**config.mk**
```make
export PLATFORM = sky130hd
export DESIGN_NAME = imem_boot_loader
export DESIGN_NICKNAME = d
export VERILOG_FILES = /design/src/rtl/imem_boot_loader_pkg.sv /design/src/rtl/imem_boot_loader_boot_byte_packer.sv /design/src/rtl/imem_boot_loader.sv
export SDC_FILE = /design/constraint.sdc
export NUM_CORES = 1
export LEC_CHECK = 0
export BUFFER_PORTS_ARGS = -buffer_cell sky130_fd_sc_hd__buf_2
export CORE_UTILIZATION = 40
export CTS_BUF_LIST = sky130_fd_sc_hd__clkbuf_16
export DETAILED_ROUTE_END_ITERATION = 7
export GPL_ROUTABILITY_DRIVEN = 0
export PLACE_DENSITY = 0.59
export SYNTH_ARGS = -nofsm -noshare
export SYNTH_HDL_FRONTEND = slang
export SYNTH_SLANG_ARGS = --single-unit
```
**constraint.sdc**
```tcl
create_clock -name i_CLK -period 2.4 [get_ports i_CLK]
set_clock_uncertainty 0.1 [all_clocks]
set_input_delay 0.24 -clock i_CLK [delete_from_list [all_inputs] [get_ports i_CLK]]
set_output_delay 0.24 -clock i_CLK [all_outputs]
set_load 0.1 [all_outputs]
```
**src/rtl/imem_boot_loader_pkg.sv**
```systemverilog
// Shared definitions for the instruction-memory boot loader:
// load states and frame geometry.
package imem_boot_loader_pkg;

    typedef enum logic [2:0] {
        HDR,
        DATA,
        CSUM,
        DONE,
        ERR
    } loadState_t;

    localparam int BYTES_PER_WORD = 4;
    localparam int HEADER_BYTES   = 4;
    localparam int WORD_BITS      = 8 * BYTES_PER_WORD;

endpackage

```
**src/rtl/imem_boot_loader_boot_byte_packer.sv**
```systemverilog
// Big-endian byte-to-word assembler shared by the header count and payload words;
// wordValid fires combinationally on the handshake that supplies the last byte.
module boot_byte_packer
    import imem_boot_loader_pkg::*;
(
    input  logic                 clk,
    input  logic                 rstN,
    input  logic                 byteEn,
    input  logic [7:0]           byteIn,
    output logic [WORD_BITS-1:0] word,
    output logic                 wordValid
);

    localparam int IDX_W = $clog2(BYTES_PER_WORD);

    logic [WORD_BITS-9:0] shiftReg;
    logic [IDX_W-1:0]     byteIdx;

    // NOTE: non-blocking assignments so every register samples pre-edge values.
    always_ff @(posedge clk or negedge rstN) begin
        if (!rstN) begin
            shiftReg <= '0;
            byteIdx  <= '0;
        end else if (byteEn) begin
            shiftReg <= {shiftReg[WORD_BITS-17:0], byteIn};
            byteIdx  <= byteIdx + IDX_W'(1);
        end
    end

    assign word      = {shiftReg, byteIn};
    assign wordValid = byteEn && (byteIdx == IDX_W'(BYTES_PER_WORD - 1));

endmodule

```
**src/rtl/imem_boot_loader.sv**
```systemverilog
// Streams a checksummed program image into instruction memory and holds the
// core in reset until the whole image has been written and verified.
module imem_boot_loader
    import imem_boot_loader_pkg::*;
#(
    parameter int                       ADDRESS_WIDTH  = 32,
    parameter int                       INSTR_WIDTH    = 32,
    parameter int                       MEM_DEPTH      = 256,
    parameter logic [ADDRESS_WIDTH-1:0] BASE_ADDR      = '0,
    parameter int                       TIMEOUT_CYCLES = 65535
)(
    input  logic                     i_CLK,
    input  logic                     i_RST,
    input  logic                     i_Valid,
    input  logic [7:0]               i_Byte,
    output logic                     o_Ready,
    output logic                     o_WE,
    output logic [ADDRESS_WIDTH-1:0] o_Addr,
    output logic [INSTR_WIDTH-1:0]   o_WData,
    output logic                     o_CoreRstN,
    output logic                     o_Done,
    output logic                     o_Error
);

    localparam int HDR_BITS  = 8 * HEADER_BYTES;
    localparam int CNT_W     = $clog2(MEM_DEPTH + 1);
    localparam int TO_W      = (TIMEOUT_CYCLES > 1) ? $clog2(TIMEOUT_CYCLES) : 1;
    localparam int TO_LAST_I = (TIMEOUT_CYCLES > 0) ? TIMEOUT_CYCLES - 1 : 0;
    localparam logic [TO_W-1:0] TO_LAST = TO_W'(TO_LAST_I);

    loadState_t           state;
    logic [CNT_W-1:0]     wordCnt;
    logic [CNT_W-1:0]     wordTarget;
    logic [7:0]           xorAcc;
    logic [TO_W-1:0]      idleCnt;
    logic                 started;

    logic                 handshake;
    logic                 packEn;
    logic [WORD_BITS-1:0] packedWord;
    logic                 wordValid;
    logic [HDR_BITS-1:0]  hdrCount;

    assign o_Ready   = (state == HDR) || (state == DATA) || (state == CSUM);
    assign handshake = i_Valid && o_Ready;
    assign packEn    = handshake && ((state == HDR) || (state == DATA));
    assign hdrCount  = packedWord;

    boot_byte_packer u_packer (
        .clk       (i_CLK),
        .rstN      (i_RST),
        .byteEn    (packEn),
        .byteIn    (i_Byte),
        .word      (packedWord),
        .wordValid (wordValid)
    );

    // NOTE: reset clears only loader state; instruction memory keeps what was written.
    always_ff @(posedge i_CLK or negedge i_RST) begin
        if (!i_RST) begin
            state      <= HDR;
            wordCnt    <= '0;
            wordTarget <= '0;
            xorAcc     <= '0;
            idleCnt    <= '0;
            started    <= 1'b0;
            o_WE       <= 1'b0;
            o_Addr     <= BASE_ADDR;
            o_WData    <= '0;
            o_CoreRstN <= 1'b0;
            o_Done     <= 1'b0;
            o_Error    <= 1'b0;
        end else begin
            // NOTE: o_WE defaults low every cycle so it can only ever be a one-cycle pulse.
            o_WE <= 1'b0;

            if (handshake) begin
                started <= 1'b1;
                idleCnt <= '0;
                xorAcc  <= xorAcc ^ i_Byte;
            end else if (started && o_Ready && (TIMEOUT_CYCLES != 0)) begin
                if (idleCnt == TO_LAST) begin
                    state   <= ERR;
                    o_Error <= 1'b1;
                end else begin
                    idleCnt <= idleCnt + TO_W'(1);
                end
            end

            case (state)
                HDR: begin
                    if (wordValid) begin
                        if (hdrCount > HDR_BITS'(MEM_DEPTH)) begin
                            state   <= ERR;
                            o_Error <= 1'b1;
                        end else if (hdrCount == '0) begin
                            state <= CSUM;
                        end else begin
                            state      <= DATA;
                            wordTarget <= CNT_W'(hdrCount);
                        end
                    end
                end
                DATA: begin
                    if (wordValid) begin
                        o_WE    <= 1'b1;
                        o_WData <= packedWord;
                        o_Addr  <= BASE_ADDR + (ADDRESS_WIDTH'(wordCnt) << 2);
                        wordCnt <= wordCnt + CNT_W'(1);
                        if (wordCnt + CNT_W'(1) == wordTarget) begin
                            state <= CSUM;
                        end
                    end
                end
                CSUM: begin
                    if (handshake) begin
                        if (i_Byte == xorAcc) begin
                            state      <= DONE;
                            o_Done     <= 1'b1;
                            o_CoreRstN <= 1'b1;
                        end else begin
                            state   <= ERR;
                            o_Error <= 1'b1;
                        end
                    end
                end
                default: begin
                end
            endcase
        end
    end

endmodule

```
# After elaboration in Yosys (flattened, before gate mapping)
# Cells that the tools add are included.
dict set report word_totals {
  output_inout_bits 69
  in_bits 11
  romBits 0
  latch_bits 0
  mem_count 0
  ff_bits 116
  ram_bits 0
}
dict set report classes {
  div_mod_pow 0
  mul 0
  reduce_logical 13
  n_lt_le_gt_ge 1
  n_mux 24
  n_eq_ne 7
  shifts 0
  addsub 3
  n_bitwise 3
}
# op n
set ops {}
lappend ops {{$mux 16} 3}
lappend ops {{$gt 32x9->1 const B} 1}
lappend ops {{$logic_not 32->1} 1}
lappend ops {{$mux 3} 9}
lappend ops {{$add 16x1->16 const B} 1}
lappend ops {{$eq 16x16->1 const B} 1}
lappend ops {{$add 9x1->9 const B} 1}
lappend ops {{$eq 9x9->1} 1}
lappend ops {{$mux 1} 9}
lappend ops {{$pmux 3 s3} 1}
lappend ops {{$eq 8x8->1} 1}
lappend ops {{$xor 8x8->8} 1}
lappend ops {{$logic_and 1x1->1} 4}
lappend ops {{$reduce_and 2->1} 2}
lappend ops {{$reduce_and 4->1} 1}
lappend ops {{$eq 3x1->1 const B} 1}
lappend ops {{$eq 3x2->1 const B} 1}
lappend ops {{$logic_not 3->1} 1}
lappend ops {{$reduce_and 3->1} 1}
lappend ops {{$add 2x1->2 const B} 1}
lappend ops {{$eq 2x2->1 const B} 1}
lappend ops {{$logic_or 1x1->1} 2}
lappend ops {{$mux 2} 1}
lappend ops {{$ne 2x2->1 const B} 1}
lappend ops {{other kinds (3)} 4}

# Depth between registers and ports, before layout
# Gate-level depths: netlist of run 1.
dict set report depth {
  word_depth 9
  ltp_mapped 9
  mapped_depth_nobuf 8
}

# Modules after synthesis
# From an unflattened synthesis of run 1, not the netlist that was laid out.
dict set report unflattened {
  cells_unflattened 445
  hier_area_um2 5517.8
}
# mod area_per_inst_um2 n_inst cells_each seq_area_each_um2
set modules_own_cells {}
lappend modules_own_cells {imem_boot_loader 4379.2 1 380 2252.2}
lappend modules_own_cells {boot_byte_packer 1138.6 1 65 650.6}

# Worst setup path after synthesis of run 1
# No wires, ideal clock.
dict set report synth_timing {
  path_type {reg2reg}
  startpoint {register state[1]}
  endpoint {register xorAcc[4]}
  required_time_ns 2.177
  t_arrival_ns 3.080
  setup_time_ns 0.123
  path_buffers 2
  slack_ns -0.902
  path_stages_with_launch 7
  cell_sequence {dfrtp_1 a21oi_1 and2_1 clkbuf_1 clkbuf_1 nand2_1 xnor2_1}
}
dict set report synth_via {
  elab_chain_cells 4
}
# item line
set synth_rtl {}
lappend synth_rtl {{from (decl)} imem_boot_loader.sv:31} ;# loadState_t state;
lappend synth_rtl {{from (signal assigned)} imem_boot_loader.sv:61} ;# state <= HDR;
lappend synth_rtl {{from (signal assigned)} imem_boot_loader.sv:83} ;# state <= ERR;
lappend synth_rtl {{from (signal assigned)} imem_boot_loader.sv:94} ;# state <= ERR;
lappend synth_rtl {{$eq 3x1->1 or $logic_not 3->1 (tied branches)} imem_boot_loader.sv:44} ;# assign o_Ready = (state == HDR) || (state == DATA) || (state == CSUM);
lappend synth_rtl {{$logic_or 1x1->1} imem_boot_loader.sv:44}
lappend synth_rtl {{$logic_or 1x1->1 *} imem_boot_loader.sv:44}
lappend synth_rtl {{via o_Ready} imem_boot_loader.sv:16} ;# output logic o_Ready,
lappend synth_rtl {{$logic_and 1x1->1 *} imem_boot_loader.sv:45} ;# assign handshake = i_Valid && o_Ready;
lappend synth_rtl {{to (signal assigned)} imem_boot_loader.sv:80} ;# xorAcc <= xorAcc ^ i_Byte;
lappend synth_rtl {{to (decl)} imem_boot_loader.sv:34} ;# logic [7:0] xorAcc;
# Mark *: on every way through the listed nets, which the timed path passes. The rest lies on a longest branch.
# A chain may end at the register's enable or synchronous reset.

# Worst setup path after layout of run 1
dict set report layout_timing {
  startpoint {register wordCnt[0]}
  endpoint {register state[0]}
}
dict set report layout_via {
  elab_chain_cells 5
}
# item line
set layout_rtl {}
lappend layout_rtl {{from (decl)} imem_boot_loader.sv:32} ;# logic [CNT_W-1:0] wordCnt;
lappend layout_rtl {{from (signal assigned)} imem_boot_loader.sv:109} ;# wordCnt <= wordCnt + CNT_W'(1);
lappend layout_rtl {{$add 9x1->9} imem_boot_loader.sv:110} ;# if (wordCnt + CNT_W'(1) == wordTarget) begin
lappend layout_rtl {{$eq 9x9->1} imem_boot_loader.sv:110}
lappend layout_rtl {{$mux 3} imem_boot_loader.sv:110}
lappend layout_rtl {{$mux 3} imem_boot_loader.sv:105} ;# if (wordValid) begin
lappend layout_rtl {{$pmux 3 s3} imem_boot_loader.sv:90} ;# case (state)
lappend layout_rtl {{to (signal assigned)} imem_boot_loader.sv:94}
lappend layout_rtl {{to (signal assigned)} imem_boot_loader.sv:97} ;# state <= CSUM;
lappend layout_rtl {{to (signal assigned)} imem_boot_loader.sv:111} ;# state <= CSUM;
# No other way between the ends.

==> results.cfg, run 1 <==
[outcome]
status = finished clean

[worst_setup_path]
crit_path_start = wordCnt[0]
cp_data_required_time_ns = 2.59
r2r-end = state[0]
slowest_stage = or4b_4
cp_data_arrival_time_ns = 2.56
criticalPathCategory = flop to flop
ff2ff_setup_slack_ns = 0.03
max_stage_delay_ns = 0.54
reg2reg_from = wordCnt[0]
crit_fanout = 2
cp-end-kind = flop
path_cells = ha_1 -> xnor2_1 -> nand4_1 -> or4b_4 -> a2111oi_4 -> nand2_1 -> a311o_1
worstSetupStartpointType = flop
r2r_cells = 7

[die]
io_pins = 80
start_util = 0.414
row_count = 41
design.core.area_sq_um = 12800
dieArea_sq_um = 13700
die_w_microns = 117
die_y_microns = 117

[clocking]
clkTransAtPathRegs_ns = 0.05
post-cts-setup-buffers = 0
cts_sinks = 116
cts_made_buffers = 17
cts_tree = yes
htreeDepth = 4
clkLatencyLatePin_ns = 0.41
max-clock-path-buffers = 2
clock-root-buffer = clkbuf_16
post_cts_resized = 0

[final_layout]
nets = 530
layout.cells.non_filler = 700
final_area_sq_um = 6480
area_growth_syn_to_layout_pct = 22.4
drive_above_1_share = 0.367
antennaDiodeCount = 0

[drt]
drt-initial-drc-count = 145
drc = 0
routedWlPerCell_microns = 15.3
routed_wirelength_microns = 10700
vias = 3449
antenna_left = 0
via_per_inst = 4.93
drt-pass1-iter-count = 4

[power_and_ir_drop]
leakage_nw = 3.15
ir_drop_mv = 0.557
p_per_area_nw_per_um2 = 1010

[sta]
period_needed_ns = 2.37
timing.fmax_ghz = 0.422
finalCritPeriodShare = 0.987
finalHoldViolations = 0
setup_slack_ns = 0.0311
setup_viol = 0
relSlewSlack = 0.603
rsz0062_at_grt = true
holdWs_ns = 0.0514
slew_violations = 0
tightestPinTransition_ns = 0.587

[synthesis]
ys.flop_type = dfrtp_1
synth_area_per_cell_sq_um = 12.2
synth_area_leaders = dfrtp_1 (55%), mux2_2 (16%), xnor2_1 (4.3%)
post-synth-top-area-cell = dfrtp_1
ys_warn_count = 0
synth-seq-cells = 116
yosysMostFrequentCell = dfrtp_1
synth_edf_count = 0
syn_area_sq_um = 5290
synth.distinct_cells = 48
syn_inst = 434
synthArstFlopShare = 1.00
synth_top_area_share = 0.548
yosysSeqAreaShare = 0.548
synth.cells.most_frequent = dfrtp_1 (116), mux2_2 (73), nand2_1 (32)

[worst_hold_path]
min_to = xorAcc[0]
whs_path_depth = 3
min_from = i_Byte[0]
hp-class = input pin to flop

[global_routing]
gr-usage-all-layers = 0.177
grt_pass1_vias = 3494
antenna_found_initial = 0
grt_pass1_wl_microns = 17900
grt_max_degree = 44
overflow = 0

[placed_design]
dp_cells = 667
portBuffers = 56
dp.final_hpwl_microns = 7510
dpl_cell_area_sq_um = 5830
dp_slack_ns = 0.0347

[run]
maxCapViolations = 0
## timing repair
item,CTS,global route
hold endpoints to repair,36,0
setup endpoints to repair,0,1
hold buffers,1,0
## power breakdown
group          total, mW  switching (mW)  internal [mW]
clock network       2.72           0.891           1.83
logic               1.16           0.661          0.499
registers           2.65           0.347           2.31
## state kept, by name (all words and copies together) (netlist names)
signal / cells
started: 1
o_WE: 1
wordTarget: 9
wordCnt: 9
o_Done: 1
u_packer.byteIdx: 2
xorAcc: 8
o_Addr: 9
o_Error: 1
idleCnt: 16
u_packer.shiftReg: 24
o_WData: 32
state: 3
## worst max-delay path, delay by kind of cell, from the launching register on
family / cells / cell delay [ns]
simple gates: 3 / 0.76
flops: 1 / 0.38
fa+ha+maj: 1 / 0.32
xor+xnor: 1 / 0.14
compound gates: 2 / 0.56
## layout by cell type (no fill, tap or decap), types with 17 or more instances in the layout
master and count:
buf_2 55, buf_4 23, clkbuf_16 17, conb_1 23
dfrtp_1 116, mux2_2 73, nand2_1 32, nor2_1 26
xnor2_1 26, xor2_1 26
## cell type report
cell class / count / area [sq um]
Timing Repair Buffer: 80 / 478
Clock buffer: 17 / 425
Multi-Input combinational cell: 295 / 2220
Tap cell: 172 / 215
Inverter: 5 / 18.8
Clock inverter: 15 / 213
Fill cell: 1130 / 6300
Sequential cell: 116 / 2900
## per-stage QoR
step,power [mW],setup TNS [ns],util
final,6.53,0,0.507
after global routing,6.84,-0.0424,0.507
after CTS,6.59,0,0.507
after detailed placement,3.85,0,0.456
after global placement,3.81,0,0.456
after floorplan,3.49,0,-
## routing by layer
layer,share of wire,GRT usage
met5,0,0
met4,0.017,0.0768
met1,0.46,0.230
met2,0.48,0.278
met3,0.041,0.0489
## worst max path at each step
stage	to
after detailed placement	state[0]
after global placement	state[0]
after floorplan	state[0]
after CTS	state[0]
final	state[0]
after global routing	state[0]
## kinds of logic (layout without fill, tap and decap cells)
logic type,after synthesis,in the layout,share of synthesized area
other,1,23,0.000708
AOI/OAI and AO/OA,27,27,0.0371
and+or+nand+nor,115,115,0.110
buffers and inverters,45,117,0.0511
adders and majority gates,4,4,0.00945
muxes,74,74,0.157
xor gates and xnor gates,52,52,0.0860
DFF,116,116,0.548
Note: power is estimated with default switching activity, not from simulation.
==> run 2, diff against run 1 <==
--- a/config.mk
+++ b/config.mk
@@ -5,12 +5,12 @@
 export SDC_FILE = /design/constraint.sdc
 export NUM_CORES = 1
 export LEC_CHECK = 0
-export BUFFER_PORTS_ARGS = -buffer_cell sky130_fd_sc_hd__buf_2
 export CORE_UTILIZATION = 40
 export CTS_BUF_LIST = sky130_fd_sc_hd__clkbuf_16
 export DETAILED_ROUTE_END_ITERATION = 7
+export DONT_BUFFER_PORTS = 1
 export GPL_ROUTABILITY_DRIVEN = 0
-export PLACE_DENSITY = 0.59
+export PLACE_DENSITY = 0.51
 export SYNTH_ARGS = -nofsm -noshare
 export SYNTH_HDL_FRONTEND = slang
 export SYNTH_SLANG_ARGS = --single-unit
==> constraint.sdc (replaced) <==
create_clock -name i_CLK -period 2.61 [get_ports i_CLK]
set_clock_uncertainty 0.1 [all_clocks]
set_input_delay 0.261 -clock i_CLK [delete_from_list [all_inputs] [get_ports i_CLK]]
set_output_delay 0.261 -clock i_CLK [all_outputs]
set_load 0.1 [all_outputs]
==> results.cfg, run 2 (synthesized netlist as in run 1, its figures left out) <==
[outcome]
status = complete, but fails checks
violations = hold timing

[clocking]
clock-root-buffer = clkbuf_16
clkLatencyLatePin_ns = 0.41
cts_made_buffers = 17
htreeDepth = 4
max-clock-path-buffers = 2
post_cts_resized = 0
clkTransAtPathRegs_ns = 0.05
cts_tree = yes
hold_buffers = 8
cts_sinks = 116
post-cts-setup-buffers = 0

[sta]
finalCritPeriodShare = 0.925
period_needed_ns = 2.41
finalHoldViolations = 116
holdWs_ns = -0.551
tightestPinTransition_ns = 0.955
tns_ns = 0
rsz0062_at_grt = false
setup_viol = 0
setup_slack_ns = 0.195
relSlewSlack = 0.364
timing.fmax_ghz = 0.414
slew_violations = 0

[final_layout]
top_register = o_WData
largestRegisters = o_WData x32, u_packer.shiftReg x24, idleCnt x16
final_cell_mix = dfrtp_1 (115), mux2_2 (73), nand2_1 (32)
drive_above_1_share = 0.254
final_util = 0.472
area_growth_syn_to_layout_pct = 13.8
antennaDiodeCount = 0
nets = 465
layout_commonest_cell = dfrtp_1
layout.cells.non_filler = 632
largest_reg_flops = 32

[drt]
drt-pass1-iter-count = 4
drc = 0
routedWlPerCell_microns = 16.8
via_per_inst = 4.92
vias = 3108
routed_wirelength_microns = 10600
drt-initial-drc-count = 157
antenna_left = 0

[worst_setup_path]
max_stage_delay_ns = 0.55
crit_fanout = 5
slowest_stage = or4b_4
path_cells = ha_1 -> xnor2_1 -> nand4_1 -> or4b_4 -> a2111oi_4 -> nand2_1 -> a311o_1
worstSetupStartpointType = flop
criticalPathCategory = flop to flop
cp_data_required_time_ns = 2.80
cp_num_buf_inv = 0
worst_path_dominant_cell_family = simple AND/OR/NAND/NOR gates
cp_data_arrival_time_ns = 2.61
cp-end-kind = flop

[placed_design]
portBuffers = 0
dp.final_hpwl_microns = 6790
dp_cells = 595
dp_slack_ns = 0.201

[die]
dieArea_sq_um = 13700
start_util = 0.414
io_pins = 80
row_count = 41
die_w_microns = 117
design.core.area_sq_um = 12800
die_y_microns = 117

[global_routing]
grt_pass1_vias = 3181
antenna_found_initial = 0
grt_max_degree = 117
gr-usage-all-layers = 0.176
grt_pass1_wl_microns = 17500
overflow = 0

[power_and_ir_drop]
power_mw = 5.51
p_per_area_nw_per_um2 = 915
ir_drop_mv = 0.520
leakage_nw = 2.76

[run]
maxCapViolations = 0

[worst_hold_path]
hp-class = input pin to async pin
run 2: changes by cell type in the layout (fill, tap and decap cells not counted), sizes merged:
cell / change
buf: -72
clkinvlp: -2
inv: +2
dlygate4sd3: +7
bufinv: -3
run 2: path summary, 6_finish.rpt:
path | slack, ns | depth (start not counted) | startpoint | to
hold / removal | -0.55 | 0 | i_RST | idleCnt[10]
hold reg to reg | 0.39 | 1 | u_packer.byteIdx[0] | u_packer.byteIdx[0]
setup / recovery | 0.20 | 7 | wordCnt[1] | state[0]
max in group asynchronous | 2.77 | 0 | i_RST | o_Done
min in group i_CLK | 0.07 | 3 | i_Valid | state[1]
setup reg to reg | 0.20 | 7 | wordCnt[1] | state[0]
run 2: metal layers:
| layer | up-vias | track usage | routed length, microns |
|---|---|---|---|
| li1 | 1489 | - | - |
| met1 | 1544 | 0.227 | 4990 |
| met2 | 60 | 0.275 | 5000 |
| met3 | 15 | 0.0499 | 422 |
| met4 | 0 | 0.0835 | 201 |
| met5 | - | 0 | 0 |
run 2: per-stage QoR:
| stage | hold slack (ns) | area [sq um] |
|---|---|---|
| after floorplan | -0.135 | 5390 |
| after global placement | -0.131 | 5420 |
| after detailed placement | -0.130 | 5420 |
| after CTS | -0.576 | 6020 |
| after global routing | -0.577 | 6020 |
| final | -0.551 | 6020 |
run 2: cell type report:
type,instances,area [sq um]
inverter,5,18.8
fill,1176,6750
clock buffer,17,425
clock inverter,12,103
tap,172,215
multi-input combinational,295,2220
timing repair buffer,15,133
sequential,116,2900
run 2: power breakdown:
group	leakage, nW	total [mW]	internal [mW]	switching (mW)
Combinational	0.965	0.873	0.402	0.471
Clock	0.278	2.11	1.35	0.755
Sequential	1.52	2.53	2.12	0.407
==> run 3, diff against run 2 <==
--- a/config.mk
+++ b/config.mk
@@ -10,7 +10,7 @@
 export DETAILED_ROUTE_END_ITERATION = 7
 export DONT_BUFFER_PORTS = 1
 export GPL_ROUTABILITY_DRIVEN = 0
-export PLACE_DENSITY = 0.51
+export PLACE_DENSITY = 0.53
 export SYNTH_ARGS = -nofsm -noshare
 export SYNTH_HDL_FRONTEND = slang
 export SYNTH_SLANG_ARGS = --single-unit
==> constraint.sdc (replaced) <==
create_clock -name i_CLK -period 2.1 [get_ports i_CLK]
set_clock_uncertainty 0.1 [all_clocks]
set_input_delay 0.21 -clock i_CLK [delete_from_list [all_inputs] [get_ports i_CLK]]
set_output_delay 0.21 -clock i_CLK [all_outputs]
set_load 0.1 [all_outputs]
==> results.cfg, run 3 (synthesized netlist as in run 1, its figures left out) <==
[outcome]
status = complete, but fails checks
violations = hold timing, setup timing

[global_routing]
grt_pass1_vias = 3673
gr-usage-all-layers = 0.191
grt_max_degree = 117
overflow = 0
antenna_found_initial = 0
grt_pass1_wl_microns = 19100

[clocking]
hold_buffers = 9
cts_tree = yes
cts_sinks = 116
clkLatencyLatePin_ns = 0.42
clock-root-buffer = clkbuf_16
max-clock-path-buffers = 2
clkTransAtPathRegs_ns = 0.06
cts_made_buffers = 17
htreeDepth = 4

[sta]
setup_viol = 2
relSlewSlack = 0.646
slew_violations = 0
finalHoldViolations = 116
tightestPinTransition_ns = 0.530
holdWs_ns = -0.617
rsz0062_at_grt = true
timing.fmax_ghz = 0.442
period_needed_ns = 2.26
finalCritPeriodShare = 1.08
setup_slack_ns = -0.164

[drt]
drt-pass1-iter-count = 4
drt-initial-drc-count = 128
routedWlPerCell_microns = 16.3
vias = 3526
antenna_left = 0
via_per_inst = 4.89
routed_wirelength_microns = 11700
drc = 0

[worst_setup_path]
crit_path_start = wordCnt[0]
ff2ff_setup_slack_ns = -0.16
r2r-end = state[0]
cp_data_arrival_time_ns = 2.47
worstSetupStartpointType = flop
crit_fanout = 2
cp-end-kind = flop
reg2reg_from = wordCnt[0]
criticalPathCategory = flop to flop
r2r_cells = 7
cp_data_required_time_ns = 2.31

[final_layout]
area_growth_syn_to_layout_pct = 29.2
layout.cells.non_filler = 721
top_register = o_WData
layout_commonest_cell = dfrtp_1
nets = 551
final_util = 0.535
drive_above_1_share = 0.401
antennaDiodeCount = 0
final_cell_mix = dfrtp_1 (114), buf_4 (90), mux2_2 (65), nand2_1 (32)
largest_reg_flops = 32
largestRegisters = o_WData x32, u_packer.shiftReg x24, idleCnt x16

[power_and_ir_drop]
seq_power_share = 0.404
leakage_nw = 3.23
p_sw_mw = 2.22
clkPwrFrac = 0.379
p_comb_frac = 0.217
swShare = 0.303
p_per_area_nw_per_um2 = 1070
p_int_mw = 5.10
ir_drop_mv = 0.703

[die]
io_pins = 80
dieArea_sq_um = 13700
die_w_microns = 117
die_y_microns = 117
row_count = 41
design.core.area_sq_um = 12800
start_util = 0.414

[placed_design]
portBuffers = 0
dp.final_hpwl_microns = 7600
dp_cells = 677

[worst_hold_path]
hp-class = input pin to async pin

[run]
maxCapViolations = 0
-- run 3: changes by cell type in the layout (fill, tap and decap cells not counted), sizes merged --
| cell | change |
|---|---|
| and2 | +1 |
| buf | +84 |
| clkinvlp | +3 |
| dlygate4sd3 | +1 |
-- run 3: worst max path at each step --
stage,cells after the start,endpoint
global route,7,state[0]
CTS,7,state[0]
global placement,7,state[0]
floorplan,7,state[0]
finish,7,state[0]
detailed placement,7,state[0]
-- run 3: power by group through the flow --
| stage | Combinational (mW) | Sequential [mW] | Clock, mW |
|---|---|---|---|
| after floorplan | 0.994 | 3.01 | 0 |
| after global placement | 1.54 | 2.97 | 0 |
| after detailed placement | 1.56 | 2.98 | 0 |
| after CTS | 1.60 | 2.96 | 2.83 |
| after global routing | 1.74 | 3.02 | 2.93 |
| final | 1.59 | 2.96 | 2.77 |
-- run 3: routing by layer --
metal	GRT usage	vias to the layer above	share of wire
met1	0.223	1786	0.44
met3	0.0649	12	0.041
met4	0.0709	0	0.013
li1	-	1661	-
met5	0	-	0
met2	0.324	67	0.51
-- run 3: repair_timing --
item / 4_1_cts / 5_1_grt
resized for setup: 4 / 14
hold endpoints to repair: 149 / 116
endpoints found under the setup margin: 11 / 13
buffers inserted: 0 / 2
gates cloned: 0 / 1
pin swaps: 1 / 6
-- run 3: cell type report --
type	count	area, sq um
fillers	1130	5930
flip-flops and latches	116	2910
multi-input cells	296	2340
repair buffers	100	786
clock buffers	17	425
well taps	172	215
clock inverters	15	144
inverters	5	18.8
-- run 3: critical path: stages, from the launching register on --
cell and delay (ns):
dfrtp_2 0.42, ha_4 0.28, xnor2_2 0.10, nand4_1 0.09, or4b_4 0.51, a2111oi_4 0.24
nand2_1 0.10, a311o_1 0.31
-- run 3: per-stage QoR --
stage / setup slack, ns / TNS [ns] / total power, mW / cell area (sq um)
5_1_grt: -0.236 / -0.984 / 7.68 / 6840
2_1_floorplan: -0.168 / -0.227 / 4.01 / 5440
3_5_place_dp: -0.211 / -1.07 / 4.55 / 6080
6_report: -0.164 / -0.192 / 7.33 / 6840
4_1_cts: -0.126 / -0.126 / 7.38 / 6760
3_3_place_gp: -0.181 / -0.386 / 4.51 / 6080
